### config.mk
export PLATFORM = sky130hd
export DESIGN_NAME = keccak_pad_stream_flat
export DESIGN_NICKNAME = d
export VERILOG_FILES = /design/src/rtl/keccak_pad_stream_if.sv /design/src/rtl/keccak_pad_stream.sv /design/src/flat_wrapper.sv
export SDC_FILE = /design/constraint.sdc
export NUM_CORES = 2
export LEC_CHECK = 0
export CORE_AREA = 4 4 457 459
export CTS_BUF_LIST = sky130_fd_sc_hd__clkbuf_8 sky130_fd_sc_hd__clkbuf_16
export CTS_CLUSTER_DIAMETER = 120
export DETAILED_ROUTE_END_ITERATION = 7
export DIE_AREA = 0 0 461 463
export HOLD_SLACK_MARGIN = 0.02
export SLEW_MARGIN = 40
export SYNTH_ARGS = -nofsm -noshare
export SYNTH_HDL_FRONTEND = slang
export SYNTH_SLANG_ARGS = --single-unit
### constraint.sdc
create_clock -name clk -period 2.46 [get_ports clk]
set_input_delay 0.369 -clock clk [delete_from_list [all_inputs] [get_ports clk]]
set_output_delay 0.369 -clock clk [all_outputs]
set_load 0.02 [all_outputs]
### src/rtl/keccak_pad_stream_if.sv
// rtl/keccak_pad_stream_if.sv - message word in / padded rate block out handshake bundle
interface keccak_pad_stream_if #(
    parameter int DIN_WIDTH = 64,
    parameter int RATE      = 1088
);
    logic                          in_valid;
    logic                          in_ready;
    logic [DIN_WIDTH-1:0]          in_data;
    logic                          in_last;
    logic [$clog2(DIN_WIDTH/8):0]  in_bytes;
    logic                          out_valid;
    logic                          out_ready;
    logic [RATE-1:0]               out_block;
    logic                          out_last;

    modport master (
        output in_valid, in_data, in_last, in_bytes, out_ready,
        input  in_ready, out_valid, out_block, out_last
    );

    modport slave (
        input  in_valid, in_data, in_last, in_bytes, out_ready,
        output in_ready, out_valid, out_block, out_last
    );
endinterface

### src/rtl/keccak_pad_stream.sv
// rtl/keccak_pad_stream.sv - streaming Keccak pad10*1 padder with domain suffix and block emission
module keccak_pad_stream #(
    parameter int DIN_WIDTH  = 64,
    parameter int DOUT_WIDTH = 256,
    parameter int MODE       = 1
) (
    input  logic                 clk,
    input  logic                 rst_n,
    keccak_pad_stream_if.slave   bus
);
    localparam int RATE  = 1600 - 2 * DOUT_WIDTH;
    localparam int WORDS = RATE / DIN_WIDTH;
    localparam int NB    = DIN_WIDTH / 8;
    localparam int RB    = RATE / 8;
    localparam int CW    = $clog2(WORDS + 1);
    localparam int BW    = $clog2(NB) + 1;
    localparam int PW    = $clog2(RB + 1);

    // Suffix bits followed by the first pad 1, already mirrored into out_block byte order.
    localparam logic [7:0] PAD_BYTE = (MODE == 0) ? 8'h80 :
                                      (MODE == 1) ? 8'h60 : 8'hF8;
    localparam logic [RATE-1:0] PAD_BLOCK = {PAD_BYTE, {(RATE-9){1'b0}}, 1'b1};

    typedef enum logic [1:0] {FILL, EMIT, PAD} state_t;

    state_t          state_q;
    logic [CW-1:0]   cnt_q;
    logic            pending_q;
    logic            in_ready_q;
    logic            out_valid_q;
    logic            out_last_q;
    logic [RATE-1:0] block_q;

    logic [DIN_WIDTH-1:0] word_m;
    logic [PW-1:0]        pad_idx;
    logic                 pad_fits;
    logic                 accept;
    logic [RATE-1:0]      fill_block_d;

    assign accept   = (state_q == FILL) && in_ready_q && bus.in_valid;
    assign pad_idx  = PW'(cnt_q) * PW'(NB) + PW'(bus.in_bytes);
    assign pad_fits = pad_idx < PW'(RB);

    always_comb begin
        word_m = '0;
        for (int k = 0; k < NB; k++) begin
            if (!(bus.in_last && (k[BW-1:0] >= bus.in_bytes))) begin
                for (int s = 0; s < 8; s++) begin
                    word_m[DIN_WIDTH-8-8*k+s] = bus.in_data[DIN_WIDTH-1-8*k-s];
                end
            end
        end
    end

    // A tail always leaves room for the padding unless the message ends exactly on the block edge.
    always_comb begin
        fill_block_d = block_q;
        for (int w = 0; w < WORDS; w++) begin
            if (cnt_q == w[CW-1:0]) begin
                fill_block_d[RATE-1-w*DIN_WIDTH -: DIN_WIDTH] = word_m;
            end
        end
        if (bus.in_last && pad_fits) begin
            for (int b = 0; b < RB; b++) begin
                if (pad_idx == b[PW-1:0]) begin
                    fill_block_d[RATE-1-8*b -: 8] = fill_block_d[RATE-1-8*b -: 8] | PAD_BYTE;
                end
            end
            fill_block_d[0] = 1'b1;
        end
    end

    always_ff @(posedge clk) begin
        if (!rst_n) begin
            state_q     <= FILL;
            cnt_q       <= '0;
            pending_q   <= 1'b0;
            in_ready_q  <= 1'b0;
            out_valid_q <= 1'b0;
            out_last_q  <= 1'b0;
            block_q     <= '0;
        end else begin
            case (state_q)
                FILL: begin
                    if (accept) begin
                        block_q <= fill_block_d;
                        if (bus.in_last || (cnt_q == CW'(WORDS - 1))) begin
                            state_q     <= EMIT;
                            cnt_q       <= '0;
                            in_ready_q  <= 1'b0;
                            out_valid_q <= 1'b1;
                            out_last_q  <= bus.in_last && pad_fits;
                            pending_q   <= bus.in_last && !pad_fits;
                        end else begin
                            cnt_q <= cnt_q + 1'b1;
                        end
                    end else begin
                        in_ready_q <= 1'b1;
                    end
                end
                EMIT: begin
                    if (bus.out_ready) begin
                        out_valid_q <= 1'b0;
                        out_last_q  <= 1'b0;
                        block_q     <= '0;
                        if (pending_q) begin
                            state_q   <= PAD;
                            pending_q <= 1'b0;
                        end else begin
                            state_q    <= FILL;
                            in_ready_q <= 1'b1;
                        end
                    end
                end
                PAD: begin
                    block_q     <= PAD_BLOCK;
                    out_valid_q <= 1'b1;
                    out_last_q  <= 1'b1;
                    state_q     <= EMIT;
                end
                default: begin
                    state_q <= FILL;
                end
            endcase
        end
    end

    assign bus.in_ready  = in_ready_q;
    assign bus.out_valid = out_valid_q;
    assign bus.out_last  = out_last_q;
    assign bus.out_block = block_q;
endmodule

### src/flat_wrapper.sv
// flat-port wrapper written by rule: the top's interface ports become plain ports
module keccak_pad_stream_flat 
#(
    parameter int DIN_WIDTH  = 64,
    parameter int DOUT_WIDTH = 256,
    parameter int MODE       = 1
)
  (clk, rst_n, bus_in_valid, bus_in_data, bus_in_last, bus_in_bytes, bus_out_ready, bus_in_ready, bus_out_valid, bus_out_block, bus_out_last);
  keccak_pad_stream_if #(.DIN_WIDTH(DIN_WIDTH)) bus_i ();
  input  logic clk;
  input  logic rst_n;
  input wire logic [$bits(bus_i.in_valid)-1:0] bus_in_valid;
  input wire logic [$bits(bus_i.in_data)-1:0] bus_in_data;
  input wire logic [$bits(bus_i.in_last)-1:0] bus_in_last;
  input wire logic [$bits(bus_i.in_bytes)-1:0] bus_in_bytes;
  input wire logic [$bits(bus_i.out_ready)-1:0] bus_out_ready;
  output wire logic [$bits(bus_i.in_ready)-1:0] bus_in_ready;
  output wire logic [$bits(bus_i.out_valid)-1:0] bus_out_valid;
  output wire logic [$bits(bus_i.out_block)-1:0] bus_out_block;
  output wire logic [$bits(bus_i.out_last)-1:0] bus_out_last;
  assign bus_i.in_valid = bus_in_valid;
  assign bus_i.in_data = bus_in_data;
  assign bus_i.in_last = bus_in_last;
  assign bus_i.in_bytes = bus_in_bytes;
  assign bus_i.out_ready = bus_out_ready;
  assign bus_in_ready = bus_i.in_ready;
  assign bus_out_valid = bus_i.out_valid;
  assign bus_out_block = bus_i.out_block;
  assign bus_out_last = bus_i.out_last;
  keccak_pad_stream #(.DIN_WIDTH(DIN_WIDTH), .DOUT_WIDTH(DOUT_WIDTH), .MODE(MODE)) u_core (.clk(clk), .rst_n(rst_n), .bus(bus_i));
endmodule
==> results.sh <==
export IMPL_wire_per_inst_um=30.51
export IMPL_synth_area_top_cells="dfxtp_1 54%, a22oi_1 15%, nor2_1 8.6%"
export IMPL_max_cap_violations=0
export IMPL_grt_overflow=0
export IMPL_path_class="reg2reg"
export IMPL_period_needed_ns=2.435
export IMPL_async_flop_share=0
export IMPL_yosysTopAreaCell="dfxtp_1"
export IMPL_synthSimpleGateAreaFrac=0.1422
export IMPL_antenna_found_initial=34
export IMPL_ys_seq_area_frac=0.5409
export IMPL_die_y_um=463
export IMPL_avgSynthCellArea_um2=9.275
export IMPL_insertion_delay_ns=0.79
export IMPL_synthMuxAreaShare=0.002953
export IMPL_synth_top_area_frac=0.5409
export IMPL_critPathRequiredTime_ns=3.07
export IMPL_synth_cells=4385
export IMPL_p_leak_nw=22.77
export IMPL_cts_buffers=120
export IMPL_place_hpwl_um=193400
export IMPL_layout_commonest_cell="clkdlybuf4s50_1"
export IMPL_r2r_start="u_core.state_q[1]$_SDFFE_PN0P_"
export IMPL_die_area_um2=213400
export IMPL_critPathArrivalTime_ns=3.05
export IMPL_synth_top_family_by_area="compound AO/OA/AOI/OAI gates"
export IMPL_port_buffers=1163
export IMPL_critPathCapture="u_core.bus.out_block[644]$_SDFFE_PN0P_"
export IMPL_core_um2=204400
export IMPL_ff2ff_setup_slack_ns=0.03
export IMPL_clk_pin_slew_worst_paths_ns=0.06
export IMPL_mappedNetlistArea_um2=40670
export IMPL_critPathLaunch="u_core.state_q[1]$_SDFFE_PN0P_"
export IMPL_first_iter_violations=5593
export IMPL_drive_gt1_frac=0.1518
export IMPL_via_count=43170
export IMPL_synth_edf_count=0
export IMPL_crit_fanout=12
export IMPL_routabilityCongestion=0.9627
export IMPL_clkSinkCount=1099
export IMPL_synth_nets=4470
export IMPL_hold_class="in2reg"
export IMPL_ys_dominant_reg_cell="dfxtp_1"
export IMPL_holdWs_ns=0.3863
export IMPL_fmax_mhz=410.7
export IMPL_grt_first_pass_wirelength_um=343900
export IMPL_fin_worst_skew_ns=0.06768
export IMPL_synth_compound_area_frac=0.2551
export IMPL_rsz0062_at_grt="true"
export IMPL_ios=1164
export IMPL_r2r_end="u_core.bus.out_block[644]$_SDFFE_PN0P_"
export IMPL_final_cell_mix="1139 x clkdlybuf4s50_1, 1096 x dfxtp_1, 923 x nor2_1"
export IMPL_antenna_left=0
export IMPL_relSlewSlack=0.4925
export IMPL_grt_usage=0.2277
export IMPL_reg2reg_depth=9
export IMPL_htreeDepth=3
export IMPL_hold_viol_final=0
export IMPL_cts_tree="built"
export IMPL_drc=0
export IMPL_setup_tns_ns=0
export IMPL_outcome="finished, final reports clean"
export IMPL_first_global_vias=40860
export IMPL_wl_um=259700
export IMPL_synth_distinct_cells=75
export IMPL_first_pass_iters=6
export IMPL_finalCritPeriodShare=0.9898
export IMPL_ir_worst_vdd_mv=0.5923
export IMPL_start_util=0.1990
export IMPL_yosysWarnings=0
export IMPL_area_delta_synth_final_pct=57.63
export IMPL_synthAdderAreaFrac=0.003692
export IMPL_max_slew_worst_pin_slew_ns=0.7643
export IMPL_dieWidth_um=461
export IMPL_ys_seq_elements=1099
export IMPL_p_per_area_nw_per_um2=656.9
export IMPL_num_rows=166
export IMPL_end_kind="register"
export IMPL_nFillCells=21030
export IMPL_final_max_slew_violation_count=0
export IMPL_via_per_inst=5.072
export IMPL_start_kind="register"
export IMPL_clockRootBuffer="clkbuf_16"
export IMPL_clockBufferDepth=3
export IMPL_setup_violations_final=0
export IMPL_finalNetCount=5787
export IMPL_grt_max_degree=101
export IMPL_synth_xor_area_frac=0.0006460
==> cell families after synthesis <==
group	Yosys count
adder cells (fa/ha/maj)	12
buffers and inverters	504
XOR/XNOR	3
AO/OA/AOI/OAI	1437
multiplexers	12
flip-flops	1099
AND/OR/NAND/NOR	1318
==> critical path, stage by stage, from the launching register on <==
cell	delay, ns
dfxtp_4	0.36
inv_2	0.06
ha_1	0.19
and2b_2	0.23
or3_4	0.39
buf_6	0.15
a21o_4	0.30
clkbuf_16	0.25
a22oi_1	0.21
nor2_1	0.06
==> worst min-delay path by stage <==
stage                                                      start                                     end  slack, ns  cells past startpoint
after global routing                                       rst_n    u_core.bus.out_block[6]$_SDFFE_PN0P_       0.33                      3
after CTS                                                  rst_n    u_core.bus.out_block[6]$_SDFFE_PN0P_       0.29                      3
after global placement    u_core.bus.out_block[197]$_SDFFE_PN0P_  u_core.bus.out_block[197]$_SDFFE_PN0P_       0.45                      1
after floorplan                    u_core.pending_q$_SDFFE_PN0P_           u_core.pending_q$_SDFFE_PN0P_       0.45                      2
final                                                      rst_n    u_core.bus.out_block[6]$_SDFFE_PN0P_       0.39                      3
after detailed placement  u_core.bus.out_block[341]$_SDFFE_PN0P_  u_core.bus.out_block[341]$_SDFFE_PN0P_       0.45                      2
==> sequential cells by signal, indices dropped and copies added (netlist names) <==
name                  flops
u_core.bus.out_block   1088
u_core.cnt_q              5
u_core.state_q            2
u_core.bus.in_ready       1
u_core.bus.out_last       1
u_core.bus.out_valid      1
u_core.pending_q          1
==> cells in the mapped netlist (all sizes together), types with 31 or more instances <==
library cell	count
dfxtp	1099
nor2	934
a22oi	799
clkbuf	271
buf	224
o21ai	162
a21oi	140
nand2	132
a32oi	120
a22o	101
and2	55
and3	54
o22ai	47
nand3	31
==> power breakdown <==
group | internal, mW | total, mW | switching (mW)
clock network | 10.5 | 18.7 | 8.25
registers | 17.9 | 18.0 | 0.103
logic | 1.73 | 5.34 | 3.61
total | 30.2 | 42.1 | 12.0
==> layout make-up <==
class	count	area [um2]	area share
well taps	2688	3363	0.05246
inverters	9	41.29	0.0006440
clock buffers	144	3344	0.05217
diodes	19	47.55	0.0007416
clock inverters	80	758.2	0.01183
multi-input cells	2782	16950	0.2643
repair buffers	1690	17600	0.2746
flip-flops and latches	1099	22010	0.3433
==> per-stage QoR <==
step	instance area, um2	instances	worst slack (ns)	power, mW	util
after global placement	59380	8247	-0.6204	23.60	0.2906
after global routing	64090	8503	-0.01893	43.20	0.3136
after floorplan	40670	4385	0.09525	20.36	-
after CTS	63660	8477	-0.04927	42.24	0.3115
after detailed placement	59420	8248	-0.6670	23.62	0.2907
final	64110	8511	0.02506	42.11	0.3137
==> per-layer routing <==
metal | global-route usage | up-vias | routed length, um
met3 | 0.08105 | 592 | 31290
met4 | 0.1284 | 2 | 16630
li1 | - | 18530 | -
met5 | 0 | - | 15
met2 | 0.3547 | 2813 | 114000
met1 | 0.2711 | 21230 | 97790
==> what timing repair did <==
item / 4_1_cts / 5_1_grt
pin swaps: 6 / 6
resized for setup: 29 / 59
gates cloned: 2 / 8
buffers inserted: 3 / 7
endpoints found under the setup margin: 216 / 332
hold buffers: 0 / 0
(Power assumes the default switching activity.)
